===== src/rtl/aes_pkg.sv =====
// Shared types and encodings for the AES cipher sequencers: FSM states, stage steps,
// datapath source-mux codes and round counts per key size.
package aes_pkg;

    localparam int NR_AES128 = 10;
    localparam int NR_AES192 = 12;
    localparam int NR_AES256 = 14;

    typedef enum logic [1:0] {
        ST_IDLE  = 2'd0,
        ST_ISSUE = 2'd1,
        ST_WAIT  = 2'd2,
        ST_DONE  = 2'd3
    } seq_state_e;

    typedef enum logic [2:0] {
        STEP_ARK0 = 3'd0,
        STEP_ISR  = 3'd1,
        STEP_ISB  = 3'd2,
        STEP_ARK  = 3'd3,
        STEP_IMC  = 3'd4
    } step_e;

    localparam logic [1:0] SRC_CT      = 2'd0;
    localparam logic [1:0] SRC_ISR     = 2'd1;
    localparam logic [1:0] SRC_ISB     = 2'd2;
    localparam logic [1:0] SRC_ARK_IMC = 2'd3;

    // Bit positions of each stage in the packed enable / valid vectors.
    localparam int STG_ISR = 0;
    localparam int STG_ISB = 1;
    localparam int STG_ARK = 2;
    localparam int STG_IMC = 3;

    function automatic logic [3:0] step_stage_mask(step_e s);
        logic [3:0] m;
        m = 4'b0000;
        case (s)
            STEP_ARK0, STEP_ARK: m[STG_ARK] = 1'b1;
            STEP_ISR:            m[STG_ISR] = 1'b1;
            STEP_ISB:            m[STG_ISB] = 1'b1;
            STEP_IMC:            m[STG_IMC] = 1'b1;
            default:             m = 4'b0000;
        endcase
        return m;
    endfunction

    // Each stage consumes the output of the stage that ran before it.
    function automatic logic [1:0] step_src(step_e s);
        logic [1:0] r;
        case (s)
            STEP_ARK0: r = SRC_CT;
            STEP_ISR:  r = SRC_ARK_IMC;
            STEP_ISB:  r = SRC_ISR;
            STEP_ARK:  r = SRC_ISB;
            STEP_IMC:  r = SRC_ARK_IMC;
            default:   r = SRC_CT;
        endcase
        return r;
    endfunction

endpackage


===== src/rtl/aes_stage_watchdog.sv =====
// Per-stage timeout counter shared by the encrypt and decrypt sequencers. The clear
// cycle (the issue cycle) counts as the first elapsed cycle.
module aes_stage_watchdog #(
    parameter int TIMEOUT = 16,
    parameter int CNT_W   = 5
) (
    input  logic clk,
    input  logic rst,
    input  logic clr,
    input  logic en,
    output logic timeout
);

    logic [CNT_W-1:0] cnt;

    always_ff @(posedge clk) begin
        if (rst) begin
            cnt <= '0;
        end else if (clr) begin
            cnt <= CNT_W'(1);
        end else if (en && !timeout) begin
            cnt <= cnt + CNT_W'(1);
        end
    end

    // Fires in the wait cycle whose increment would bring the count to TIMEOUT.
    assign timeout = en && ((cnt + CNT_W'(1)) == CNT_W'(TIMEOUT));

endmodule


===== src/rtl/aes_inv_round_seq.sv =====
// AES inverse-cipher stage sequencer: issues ARK(NR), then (ISR,ISB,ARK,IMC) per round,
// then ISR,ISB,ARK(0), one stage at a time, waiting on each stage's valid.
module aes_inv_round_seq
    import aes_pkg::*;
#(
    parameter int NR      = NR_AES128,
    parameter int TIMEOUT = 16,
    parameter int CNT_W   = 5
) (
    input  logic       clk,
    input  logic       rst,
    input  logic       start,
    input  logic       abort,
    input  logic       isr_valid,
    input  logic       isb_valid,
    input  logic       ark_valid,
    input  logic       imc_valid,
    output logic       isr_en,
    output logic       isb_en,
    output logic       ark_en,
    output logic       imc_en,
    output logic [3:0] key_idx,
    output logic [1:0] src_sel,
    output logic       busy,
    output logic       done,
    output logic       err
);

    seq_state_e state;
    step_e      step;
    step_e      nxt_step;
    logic [3:0] rnd;
    logic [3:0] nxt_rnd;
    logic [3:0] stage_en;
    logic [3:0] stage_valid;
    logic       stage_hit;
    logic       last_op;
    logic       wd_clr;
    logic       wd_en;
    logic       wd_timeout;

    assign stage_valid = {imc_valid, ark_valid, isb_valid, isr_valid};
    // Only the valid of the stage currently in flight is honoured.
    assign stage_hit   = |(step_stage_mask(step) & stage_valid);
    assign last_op     = (step == STEP_ARK) && (rnd == 4'd0);
    assign wd_clr      = (state == ST_ISSUE);
    assign wd_en       = (state == ST_WAIT);

    // rnd tracks the round key the next ARK uses; it drops after each IMC.
    always_comb begin
        nxt_step = step;
        nxt_rnd  = rnd;
        case (step)
            STEP_ARK0: begin
                nxt_step = STEP_ISR;
                nxt_rnd  = 4'(NR - 1);
            end
            STEP_ISR: nxt_step = STEP_ISB;
            STEP_ISB: nxt_step = STEP_ARK;
            STEP_ARK: nxt_step = STEP_IMC;
            STEP_IMC: begin
                nxt_step = STEP_ISR;
                nxt_rnd  = rnd - 4'd1;
            end
            default: nxt_step = STEP_ARK0;
        endcase
    end

    aes_stage_watchdog #(
        .TIMEOUT (TIMEOUT),
        .CNT_W   (CNT_W)
    ) u_watchdog (
        .clk     (clk),
        .rst     (rst),
        .clr     (wd_clr),
        .en      (wd_en),
        .timeout (wd_timeout)
    );

    always_ff @(posedge clk) begin
        if (rst) begin
            state    <= ST_IDLE;
            step     <= STEP_ARK0;
            rnd      <= '0;
            stage_en <= '0;
            key_idx  <= '0;
            src_sel  <= SRC_CT;
            busy     <= 1'b0;
            done     <= 1'b0;
            err      <= 1'b0;
        end else if (abort) begin
            state    <= ST_IDLE;
            stage_en <= '0;
            busy     <= 1'b0;
            done     <= 1'b0;
        end else begin
            case (state)
                ST_IDLE: begin
                    if (start) begin
                        state    <= ST_ISSUE;
                        busy     <= 1'b1;
                        err      <= 1'b0;
                        step     <= STEP_ARK0;
                        rnd      <= 4'(NR);
                        stage_en <= step_stage_mask(STEP_ARK0);
                        src_sel  <= step_src(STEP_ARK0);
                        key_idx  <= 4'(NR);
                    end
                end
                ST_ISSUE: begin
                    stage_en <= '0;
                    state    <= ST_WAIT;
                end
                ST_WAIT: begin
                    if (stage_hit) begin
                        if (last_op) begin
                            state <= ST_DONE;
                            done  <= 1'b1;
                            busy  <= 1'b0;
                        end else begin
                            state    <= ST_ISSUE;
                            step     <= nxt_step;
                            rnd      <= nxt_rnd;
                            stage_en <= step_stage_mask(nxt_step);
                            src_sel  <= step_src(nxt_step);
                            if (nxt_step == STEP_ARK) begin
                                key_idx <= nxt_rnd;
                            end
                        end
                    end else if (wd_timeout) begin
                        state <= ST_IDLE;
                        err   <= 1'b1;
                        busy  <= 1'b0;
                    end
                end
                ST_DONE: begin
                    done  <= 1'b0;
                    state <= ST_IDLE;
                end
                default: state <= ST_IDLE;
            endcase
        end
    end

    assign isr_en = stage_en[STG_ISR];
    assign isb_en = stage_en[STG_ISB];
    assign ark_en = stage_en[STG_ARK];
    assign imc_en = stage_en[STG_IMC];

endmodule


===== config.mk =====
export PLATFORM = sky130hd
export DESIGN_NAME = aes_inv_round_seq
export DESIGN_NICKNAME = d
export VERILOG_FILES = /design/src/rtl/aes_pkg.sv /design/src/rtl/aes_stage_watchdog.sv /design/src/rtl/aes_inv_round_seq.sv
export SDC_FILE = /design/constraint.sdc
export NUM_CORES = 1
export LEC_CHECK = 0
export CAP_MARGIN = 25
export CORE_MARGIN = 10
export CORE_UTILIZATION = 58
export DETAILED_ROUTE_END_ITERATION = 16
export PLACE_DENSITY = 0.84
export SLEW_MARGIN = 20
export SYNTH_ARGS = -nofsm -noshare
export SYNTH_HDL_FRONTEND = slang
export SYNTH_SLANG_ARGS = --single-unit

===== constraint.sdc =====
create_clock -name clk -period 5.7 [get_ports clk]
set_clock_uncertainty 0.1 [all_clocks]
set_input_delay 0.57 -clock clk [delete_from_list [all_inputs] [get_ports clk]]
set_output_delay 0.57 -clock clk [all_outputs]
set_load 0.02 [all_outputs]

==> reports/metrics.yaml <==
whs_ns: 0.354
drv_slew: 0
power.leakage_uw: 0.000610
end_kind: "flop"
slew_headroom: 0.398
fin_setup_tns_ns: 0
min_period_over_period: 0.439
setup_viol: 0
final_util: 0.704
nFillCells: 227
syn_inst: 187
cts_sinks: 27
io_buffers: 20
ctsHoldBuffers: 0
vias: 1500
drc: 0
gp_congestion: 0.929
die-height_um: 71.4
syn-num-nets: 199
cts_tree: "done"
grt_overflow: 0
grt_setup_unrepaired: "no"
layout_min_cycle_time_ns: 2.50
die_w_um: 71.4
finalHoldViolCount: 0
ys_ff_latch: 27
detailed_place_hpwl_mm: 2.85
synth_edf_count: 0
wl_per_cell_um: 16.7
synth_warnings: 0
insertion_delay_ns: 0.33
syn_area_mm2: 0.00153
root_buffer: "clkbuf_4"
numCtsBuffers: 3
antenna_found_initial: 0
outcome: "complete, no violations"
cp_slowest_stage_delay_ns: 0.78
cp-startpoint: "state[1]$_SDFFE_PP0P_"
cts_htree_levels: 1
cp-endpoint: "rnd[1]$_SDFFE_PP0P_"
diodes: 0
io_pins: 21
worstPathCellList: "nor2b_1, nand3_1, nand2_1, mux2_2"
vias_per_cell: 6.44
die-area_mm2: 0.00510
clockBufferDepth: 2
worstRegToRegCells: 4
min_path_type: "flop to flop"
cp_slowest_cell: "nor2b_1"
post_dp_cell_area_mm2: 0.00173
crit_path_start_kind: "flop"
async_reset_ff_frac: 0
start_util: 0.613
stdcell_area_mm2: 0.00176
critPathArrivalTime_ns: 2.64
max-cap-violations: 0
fin_ws_ns: 3.20
yosysSeqAreaShare: 0.353
grt_usage: 0.153
power_density_mw_per_mm2: 192
clock.fmax_mhz: 399
final_common_cell: "dfxtp_1"
synth-main-ff-cell: "dfxtp_1"
timing.rr.end: "rnd[1]$_SDFFE_PP0P_"
clk_pin_slew_worst_paths_ns: 0.14
wirelength_mm: 3.90
tightest_slew_ns: 0.901
grt_pass1_vias: 1441
syn_area_per_cell_um2: 8.19
ir_worst_vdd_mv: 0.186
grt_pass1_wl_mm: 6.65
postCtsSetupBuffers: 0
ys_types: 50
nets: 216
r2r_start: "state[1]$_SDFFE_PP0P_"
layout_common_cells: "27 x dfxtp_1, 20 x a21oi_1, 20 x clkdlybuf4s50_1"
drive_above_1_share: 0.0936
core_mm2: 0.00250
detailedRoute.firstPassIterationCount: 4
antenna_left: 0
place_ws_ns: 3.14
crit_fanout: 14
rrSetupSlack_ns: 3.20
drt_iter0_drc: 131
grt_max_degree: 24
worst_ep_required_time_ns: 5.84
critical_path_class: "flop to flop"
ctsResizeCount: 0
row_count: 18
area_delta_synth_final_pct: 15.0
## cells by family after synthesis
family,Yosys count,synth area share
AOI/OAI and AO/OA,66,0.274
xor gates and xnor gates,1,0.00572
and+or+nand+nor,68,0.248
muxes,7,0.0482
adders and majority gates,4,0.0327
DFF,27,0.353
buffers and inverters,14,0.0384
## state kept, by name (all words and copies together), names as in the netlist
| name | flops |
|---|---|
| src_sel | 2 |
| state | 2 |
| rnd | 4 |
| busy | 1 |
| err | 1 |
| u_watchdog.cnt | 5 |
| done | 1 |
| step | 3 |
| stage_en | 4 |
| key_idx | 4 |
## critical path: cells and delay by family (launching register included)
| family | cells | cell delay (ns) |
|---|---|---|
| multiplexers | 1 | 0.35 |
| flip-flops | 1 | 0.57 |
| AND/OR/NAND/NOR | 3 | 1.39 |
## synth_stat cells, types with 3 or more instances
cell type  instances  area share
a211oi_1           5       0.025
a21oi_1           20       0.065
a31oi_1            4       0.016
clkbuf_1           4      0.0098
dfxtp_1           27        0.35
ha_1               4       0.033
inv_1              6       0.015
mux2_2             3       0.022
mux2i_1            4       0.026
nand2_1           12       0.029
nand2b_1           3       0.012
nand3_1            6       0.020
nor2_1            14       0.034
nor2b_1            3       0.012
nor3_1             7       0.023
o21ai_0           19       0.062
o31ai_1            4       0.020
or2_2              3       0.012
## report_power, final
group,internal (uW),switching [uW],total [uW],leakage (uW)
combinational,23.3,28.8,52.1,0.000373
clock,26.4,57.4,83.8,0.0000177
sequential,195,7.16,202,0.000219
total,244,93.4,338,0.000610
## metal layers
metal	part of all wire	track usage	vias to the layer above
met4	0.012	0.0581	0
met1	0.44	0.188	710
met5	0	0	-
met3	0.081	0.0455	5
li1	-	-	724
met2	0.47	0.245	61
## area by class of cell
cell class / count / area [um^2] / area share
flip-flops and latches: 27 / 541 / 0.307
clock inverters: 1 / 5.00 / 0.00284
inverters: 6 / 22.5 / 0.0128
multi-input cells: 146 / 932 / 0.529
well taps: 30 / 37.5 / 0.0213
repair buffers: 20 / 200 / 0.114
clock buffers: 3 / 22.5 / 0.0128
## worst min-delay path by stage
stage                                         from                              to  slack [ns]  cells after the start
global placement          stage_en[0]$_SDFFE_PP0P_        stage_en[0]$_SDFFE_PP0P_        0.34                      2
finish                     src_sel[0]$_SDFFE_PP0P_         src_sel[0]$_SDFFE_PP0P_        0.35                      2
floorplan           u_watchdog.cnt[4]$_SDFFE_PP0P_  u_watchdog.cnt[4]$_SDFFE_PP0P_        0.39                      2
detailed placement         src_sel[0]$_SDFFE_PP0P_         src_sel[0]$_SDFFE_PP0P_        0.34                      2
global route               src_sel[0]$_SDFFE_PP0P_         src_sel[0]$_SDFFE_PP0P_        0.39                      2
CTS                        src_sel[0]$_SDFFE_PP0P_         src_sel[0]$_SDFFE_PP0P_        0.36                      2
## per-stage QoR
step,cells,power [uW]
floorplan,187,238
global placement,229,255
detailed placement,229,257
CTS,233,339
global route,233,355
finish,233,338
Note: power is estimated with default switching activity, not from simulation.
